<file path="config.mk">
export PLATFORM = sky130hd
export DESIGN_NAME = inst_fetch
export DESIGN_NICKNAME = d
export VERILOG_FILES = /design/src/rtl/fetch_pkg.sv /design/src/rtl/fetch_fifo.sv /design/src/rtl/inst_fetch.sv
export SDC_FILE = /design/constraint.sdc
export NUM_CORES = 1
export LEC_CHECK = 0
export BUFFER_PORTS_ARGS = -buffer_cell sky130_fd_sc_hd__buf_4
export CORE_MARGIN = 2
export CORE_UTILIZATION = 54
export CTS_CLUSTER_SIZE = 8
export DETAILED_ROUTE_END_ITERATION = 8
export PLACE_DENSITY_LB_ADDON = 0.3
export RECOVER_POWER = 50
export SLEW_MARGIN = 5
export SYNTH_ARGS = -nofsm -noshare
export SYNTH_HDL_FRONTEND = slang
export SYNTH_SLANG_ARGS = --single-unit
</file>
<file path="constraint.sdc">
create_clock -name Clk -period 2.9 [get_ports Clk]
set_input_delay 0.145 -clock Clk [delete_from_list [all_inputs] [get_ports Clk]]
set_output_delay 0.145 -clock Clk [all_outputs]
set_load 0.02 [all_outputs]
</file>
<file path="src/rtl/fetch_pkg.sv">
`default_nettype none
// ============================================================================
//  Module   : fetch_pkg
//  Purpose  : Shared widths, default reset PC and the prefetch-buffer entry
//             type used by the instruction fetch unit.
//  Revision : 1.0 - initial release
// ============================================================================
package fetch_pkg;

    localparam int INST_W  = 32;
    localparam int ADDR_W  = 32;
    localparam int LEVEL_W = 4;

    localparam logic [ADDR_W-1:0] DEFAULT_RESET_PC = 32'h0000_0000;

    // One buffered fetch: the instruction address and the word read there.
    typedef struct packed {
        logic [ADDR_W-1:0] pc;
        logic [INST_W-1:0] inst;
    } fetch_entry_t;

endpackage
`default_nettype wire

</file>
<file path="src/rtl/fetch_fifo.sv">
`default_nettype none
// ============================================================================
//  Module   : fetch_fifo
//  Purpose  : Small prefetch buffer with synchronous flush, push, pop and an
//             occupancy count. The head is taken from storage registers only,
//             so there is no combinational path from the write data.
//  Revision : 1.0 - initial release
// ============================================================================
module fetch_fifo
    import fetch_pkg::*;
#(
    parameter int DEPTH = 2
) (
    input  logic               clk,
    input  logic               rst,
    input  logic               i_flush,
    input  logic               i_push,
    input  fetch_entry_t       i_push_entry,
    input  logic               i_pop,
    output fetch_entry_t       o_head,
    output logic [LEVEL_W-1:0] o_count
);

    localparam int PTR_W = $clog2(DEPTH);

    fetch_entry_t       mem_q [DEPTH];
    fetch_entry_t       mem_d [DEPTH];
    logic [PTR_W-1:0]   wr_ptr_q, wr_ptr_d;
    logic [PTR_W-1:0]   rd_ptr_q, rd_ptr_d;
    logic [LEVEL_W-1:0] count_q, count_d;

    // Next-state: flush wins; otherwise push and pop act independently.
    // DEPTH is a power of two, so the pointers wrap by plain overflow.
    always_comb begin
        mem_d    = mem_q;
        wr_ptr_d = wr_ptr_q;
        rd_ptr_d = rd_ptr_q;
        count_d  = count_q;
        if (i_flush) begin
            wr_ptr_d = '0;
            rd_ptr_d = '0;
            count_d  = '0;
        end else begin
            if (i_push) begin
                mem_d[wr_ptr_q] = i_push_entry;
                wr_ptr_d        = wr_ptr_q + 1'b1;
            end
            if (i_pop) begin
                rd_ptr_d = rd_ptr_q + 1'b1;
            end
            count_d = count_q + LEVEL_W'(i_push) - LEVEL_W'(i_pop);
        end
    end

    // Storage, pointers and count registers.
    always_ff @(posedge clk) begin
        if (rst) begin
            for (int i = 0; i < DEPTH; i++) begin
                mem_q[i] <= '0;
            end
            wr_ptr_q <= '0;
            rd_ptr_q <= '0;
            count_q  <= '0;
        end else begin
            mem_q    <= mem_d;
            wr_ptr_q <= wr_ptr_d;
            rd_ptr_q <= rd_ptr_d;
            count_q  <= count_d;
        end
    end

    // An empty buffer presents zeros rather than a stale entry.
    assign o_head  = (count_q != '0) ? mem_q[rd_ptr_q] : '0;
    assign o_count = count_q;

endmodule
`default_nettype wire

</file>
<file path="src/rtl/inst_fetch.sv">
`default_nettype none
// ============================================================================
//  Module   : inst_fetch
//  Purpose  : Instruction fetch unit. Drives the PC to instruction memory,
//             captures {pc, inst} into a prefetch buffer and hands entries to
//             decode with a valid/ready handshake. Handles halt and redirect.
//  Options  : FETCH_ALIGN_CHK_EN - when defined, a redirect to a non word
//             aligned target raises a sticky AlignErr that stops fetching
//             until reset. When undefined the low target bits are ignored.
//  Revision : 1.0 - initial release
// ============================================================================
module inst_fetch
    import fetch_pkg::*;
#(
    parameter logic [ADDR_W-1:0] RESET_PC   = DEFAULT_RESET_PC,
    parameter int                FIFO_DEPTH = 2
) (
    input  logic               Clk,
    input  logic               Reset,
    output logic [ADDR_W-1:0]  ImAddr,
    input  logic [INST_W-1:0]  ImInst,
    input  logic               Halt,
    input  logic               Redirect,
    input  logic [ADDR_W-1:0]  RedirectPc,
    output logic               OutValid,
    input  logic               OutReady,
    output logic [INST_W-1:0]  OutInst,
    output logic [ADDR_W-1:0]  OutPc,
    output logic [LEVEL_W-1:0] Level,
    output logic               AlignErr
);

    logic [ADDR_W-1:0] pc_q, pc_d;
    logic [ADDR_W-1:0] w_redirect_pc;
    logic              w_stall;
    logic              w_push;
    logic              w_pop;
    fetch_entry_t      w_push_entry;
    fetch_entry_t      w_head;

    // Redirect targets are always forced onto a word boundary.
    assign w_redirect_pc = {RedirectPc[ADDR_W-1:2], 2'b00};

`ifdef FETCH_ALIGN_CHK_EN
    logic align_err_q, align_err_d;

    // Sticky misaligned-redirect flag; only reset clears it.
    always_comb begin
        align_err_d = align_err_q;
        if (Redirect && (RedirectPc[1:0] != 2'b00)) begin
            align_err_d = 1'b1;
        end
    end

    // Alignment error register.
    always_ff @(posedge Clk) begin
        if (Reset) begin
            align_err_q <= 1'b0;
        end else begin
            align_err_q <= align_err_d;
        end
    end

    assign w_stall  = align_err_q;
    assign AlignErr = align_err_q;
`else
    logic w_unused_redirect_lsb;
    assign w_unused_redirect_lsb = ^RedirectPc[1:0];
    assign w_stall  = 1'b0;
    assign AlignErr = 1'b0;
`endif

    // Handshake: redirect discards any transfer in its cycle. A full buffer
    // may still accept a fetch when the head leaves in the same cycle.
    assign OutValid = (Level != '0);
    assign w_pop    = OutValid && OutReady && !Redirect;
    assign w_push   = !Redirect && !Halt && !w_stall &&
                      ((Level < LEVEL_W'(FIFO_DEPTH)) || w_pop);

    assign w_push_entry.pc   = pc_q;
    assign w_push_entry.inst = ImInst;

    // PC next-state: redirect, advance on fetch, otherwise hold.
    always_comb begin
        pc_d = pc_q;
        if (Redirect) begin
            pc_d = w_redirect_pc;
        end else if (w_push) begin
            pc_d = pc_q + 32'd4;
        end
    end

    // PC register.
    always_ff @(posedge Clk) begin
        if (Reset) begin
            pc_q <= RESET_PC;
        end else begin
            pc_q <= pc_d;
        end
    end

    assign ImAddr = pc_q;

    fetch_fifo #(
        .DEPTH        (FIFO_DEPTH)
    ) u_fetch_fifo (
        .clk          (Clk),
        .rst          (Reset),
        .i_flush      (Redirect),
        .i_push       (w_push),
        .i_push_entry (w_push_entry),
        .i_pop        (w_pop),
        .o_head       (w_head),
        .o_count      (Level)
    );

    assign OutPc   = w_head.pc;
    assign OutInst = w_head.inst;

endmodule
`default_nettype wire

</file>
==> summary.md <==
| Metric | Value |
|---|---|
| Status | `completed` |
| Row count | `42` |
| EDFF count, synth | `0` |
| Max Slew Vio Count | `0` |
| Root Driver | `clkbuf_16` |
| DRC viols | `0` |
| Yosys top cell area share | `0.438` |
| Seq cells post-synth | `160` |
| Fmax | `0.386 GHz` |
| CP Data Required Time | `2.76 ns` |
| Worst hold path class | `primary input to flip-flop` |
| Top FF cell, synth | `dfxtp_1` |
| Critical path type | `flip-flop to primary output` |
| Commonest non-fill, non-tap cell in the layout | `nand2_1` |
| Initial DRC Count | `753` |
| Finish-stage setup viols | `0` |
| Yosys warning total | `0` |
| DR WL/cell | `15.6 µm` |
| TritonCTS clock tree | `built` |
| Chip width | `120 µm` |
| Clk slew on worst S/H paths | `0.06 ns` |
| Via-per-instance ratio | `5.51` |
| Core Footprint | `approximately 13,000 µm²` |
| IO buf count | `~160` |
| Fill count | `roughly 1,100` |
| Post-DRT Antenna Nets | `0` |
| GRT Residual Overflow | `0` |
| GRT Total Usage | `0.278` |
| IR drop worst, VDD | `0.000420 V` |
| Post-Synthesis Cells | `942` |
| Synth area leaders | `dfxtp_1 (44%), nand2_1 (13%), mux2i_1 (8.9%)` |
| Post-synth ARST share | `0` |
| Data arrival, critical path | `2.45 ns` |
| Clk_skew | `0.00671 ns` |
| Antenna diodes | `0` |
| Post-synth top area cell | `dfxtp_1` |
| Commonest cells after routing, fill and taps aside | `nand2_1 (263), dfxtp_1 (159), buf_4 (138)` |
| Fin Setup TNS | `0 ns` |
| Final hold vios | `0` |
| Worst-Margin Slew | `0.804 ns` |
| Detail Placement HPWL | `12,300 µm` |
| Initial Utilization | `0.552` |
| Tcrit/Tclk final | `0.894` |
| CP Max Fanout | `63` |
| First-pass GRT wire length | `32,100 µm` |
| Clk buf depth | `2` |
| WHS | `between 0.015 and 0.02 ns` |
| Mapped Area | `approximately 7300 µm²` |
| Share of layout cells above drive strength 1 | `0.158` |
| CTS sink cnt | `160` |
| Clk Latency, worst-skew pair | `about 0.42 ns` |
| Sequential share of the synthesized area | `0.438` |
| Vias in the first global route | `6,535` |
| Chip height | `120 µm` |
| I/O pin total | `171` |
| Worst setup SP type | `flip-flop` |
| Unique masters post-synth | `47` |
| Area grow syn2layout | `29.4%` |
| Tmin final | `~2.6 ns` |
| Worst setup margin | `0.307 ns` |
| Synthesized area per cell | `7.76 µm²` |
| Drt pass-1 iters | `5` |
| Die area | `14,500 µm²` |
| Routed via count | `7,146` |
| Post_cts resized | `0` |
| Pin count of the biggest net entering global routing | `just over 70` |
| # Max-Cap Violations | `0` |
| Worst rel slew slack | `0.464` |
| Leak | `3.40 nW` |
| RSZ-0062 raised after global routing | `false` |
| Gpl congestion | `0.812` |
| Nets | `1,184` |
| Total power | `0.00518 W` |
| Crit path capture type | `primary output` |
| R2R setup slack | `0.39 ns` |
| Htree depth | `4` |
| Setup WS pre-CTS | `0.605 ns` |
| Routed WL | `20,300 µm` |
| CTS buffer count | `17` |
| Pwr per Cell Area | `548 nW/µm²` |
| Initial antenna violation count | `0` |
worst paths after layout:
kind / startpoint / end / cells past startpoint
max reg2reg: u_fetch_fifo.o_count[2] / u_fetch_fifo.mem_q[114] / 9
min reg2reg: u_fetch_fifo.mem_q[6] / u_fetch_fifo.mem_q[6] / 2
max: u_fetch_fifo.o_count[2] / OutValid / 7
min: RedirectPc[8] / ImAddr[8] / 3
where the power goes:
part | leakage [nW] | internal, W | switching, W
Sequential | 1.30 | 0.00228 | 0.0000896
Clock | 0.296 | 0.00140 | 0.000824
Combinational | 1.81 | 0.000238 | 0.000355
through the flow:
| stage | cells | cell area [µm²] | util |
|---|---|---|---|
| 2_1_floorplan | 946 | 7330 | - |
| 3_3_place_gp | 1225 | 8630 | 0.651 |
| 3_5_place_dp | 1225 | 8630 | 0.651 |
| 4_1_cts | 1296 | 9620 | 0.726 |
| 5_1_grt | 1296 | 9460 | 0.714 |
| 6_report | 1296 | 9460 | 0.714 |
worst max-delay path, cell delays in order, from the launching register on:
cell and delay, ns:
dfxtp_1 0.31, inv_1 0.10, ha_1 0.19, inv_1 0.07, nor3_1 0.22, clkbuf_4 0.71, inv_1 0.21, buf_4 0.22
logic make-up after synthesis:
logic type | count (synthesis) | synth area share
AND/OR/NAND/NOR | 432 | 0.251
AO/OA/AOI/OAI | 169 | 0.129
flip-flops | 160 | 0.438
buffers and inverters | 84 | 0.0511
multiplexers | 65 | 0.0889
XOR/XNOR | 24 | 0.0287
adder cells (fa/ha/maj) | 7 | 0.0130
other | 1 | 0.000513
sequential cells by signal (all words and copies together), names as in the netlist:
register	cells
u_fetch_fifo.wr_ptr_q	1
u_fetch_fifo.o_count	4
u_fetch_fifo.rd_ptr_q	1
u_fetch_fifo.mem_q	124
ImAddr	30
synth_stat cells (10+ instances only):
| library cell | count |
|---|---|
| a211oi_1 | 16 |
| nor2_1 | 92 |
| dfxtp_1 | 160 |
| nand3_1 | 17 |
| mux2i_1 | 65 |
| xor2_1 | 14 |
| xnor2_1 | 10 |
| a21oi_1 | 129 |
| and3_1 | 10 |
| clkbuf_1 | 48 |
| nand4_1 | 10 |
| buf_2 | 20 |
| nand2_1 | 263 |
timing repair:
action	CTS	global route
endpoints found under the setup margin	0	0
hold buffers	40	0
buffers inserted	0	0
hold endpoints to repair	71	0
metal layers:
metal / global-route usage / wire (µm)
met5: 0 / 0
met4: 0.129 / 583
met3: 0.0566 / 1250
met2: 0.460 / 9920
met1: 0.348 / 8500
cell type report:
class | instances | area [µm²] | area share
clock buffer | 26 | 519 | 0.0549
clock inverter | 5 | 75.1 | 0.00793
inverter | 7 | 26.3 | 0.00278
multi-input combinational | 702 | 3750 | 0.396
sequential | 160 | 3210 | 0.339
tap | 176 | 220 | 0.0233
timing repair buffer | 220 | 1660 | 0.176
No activity file was read; power rests on OpenSTA's default activity.
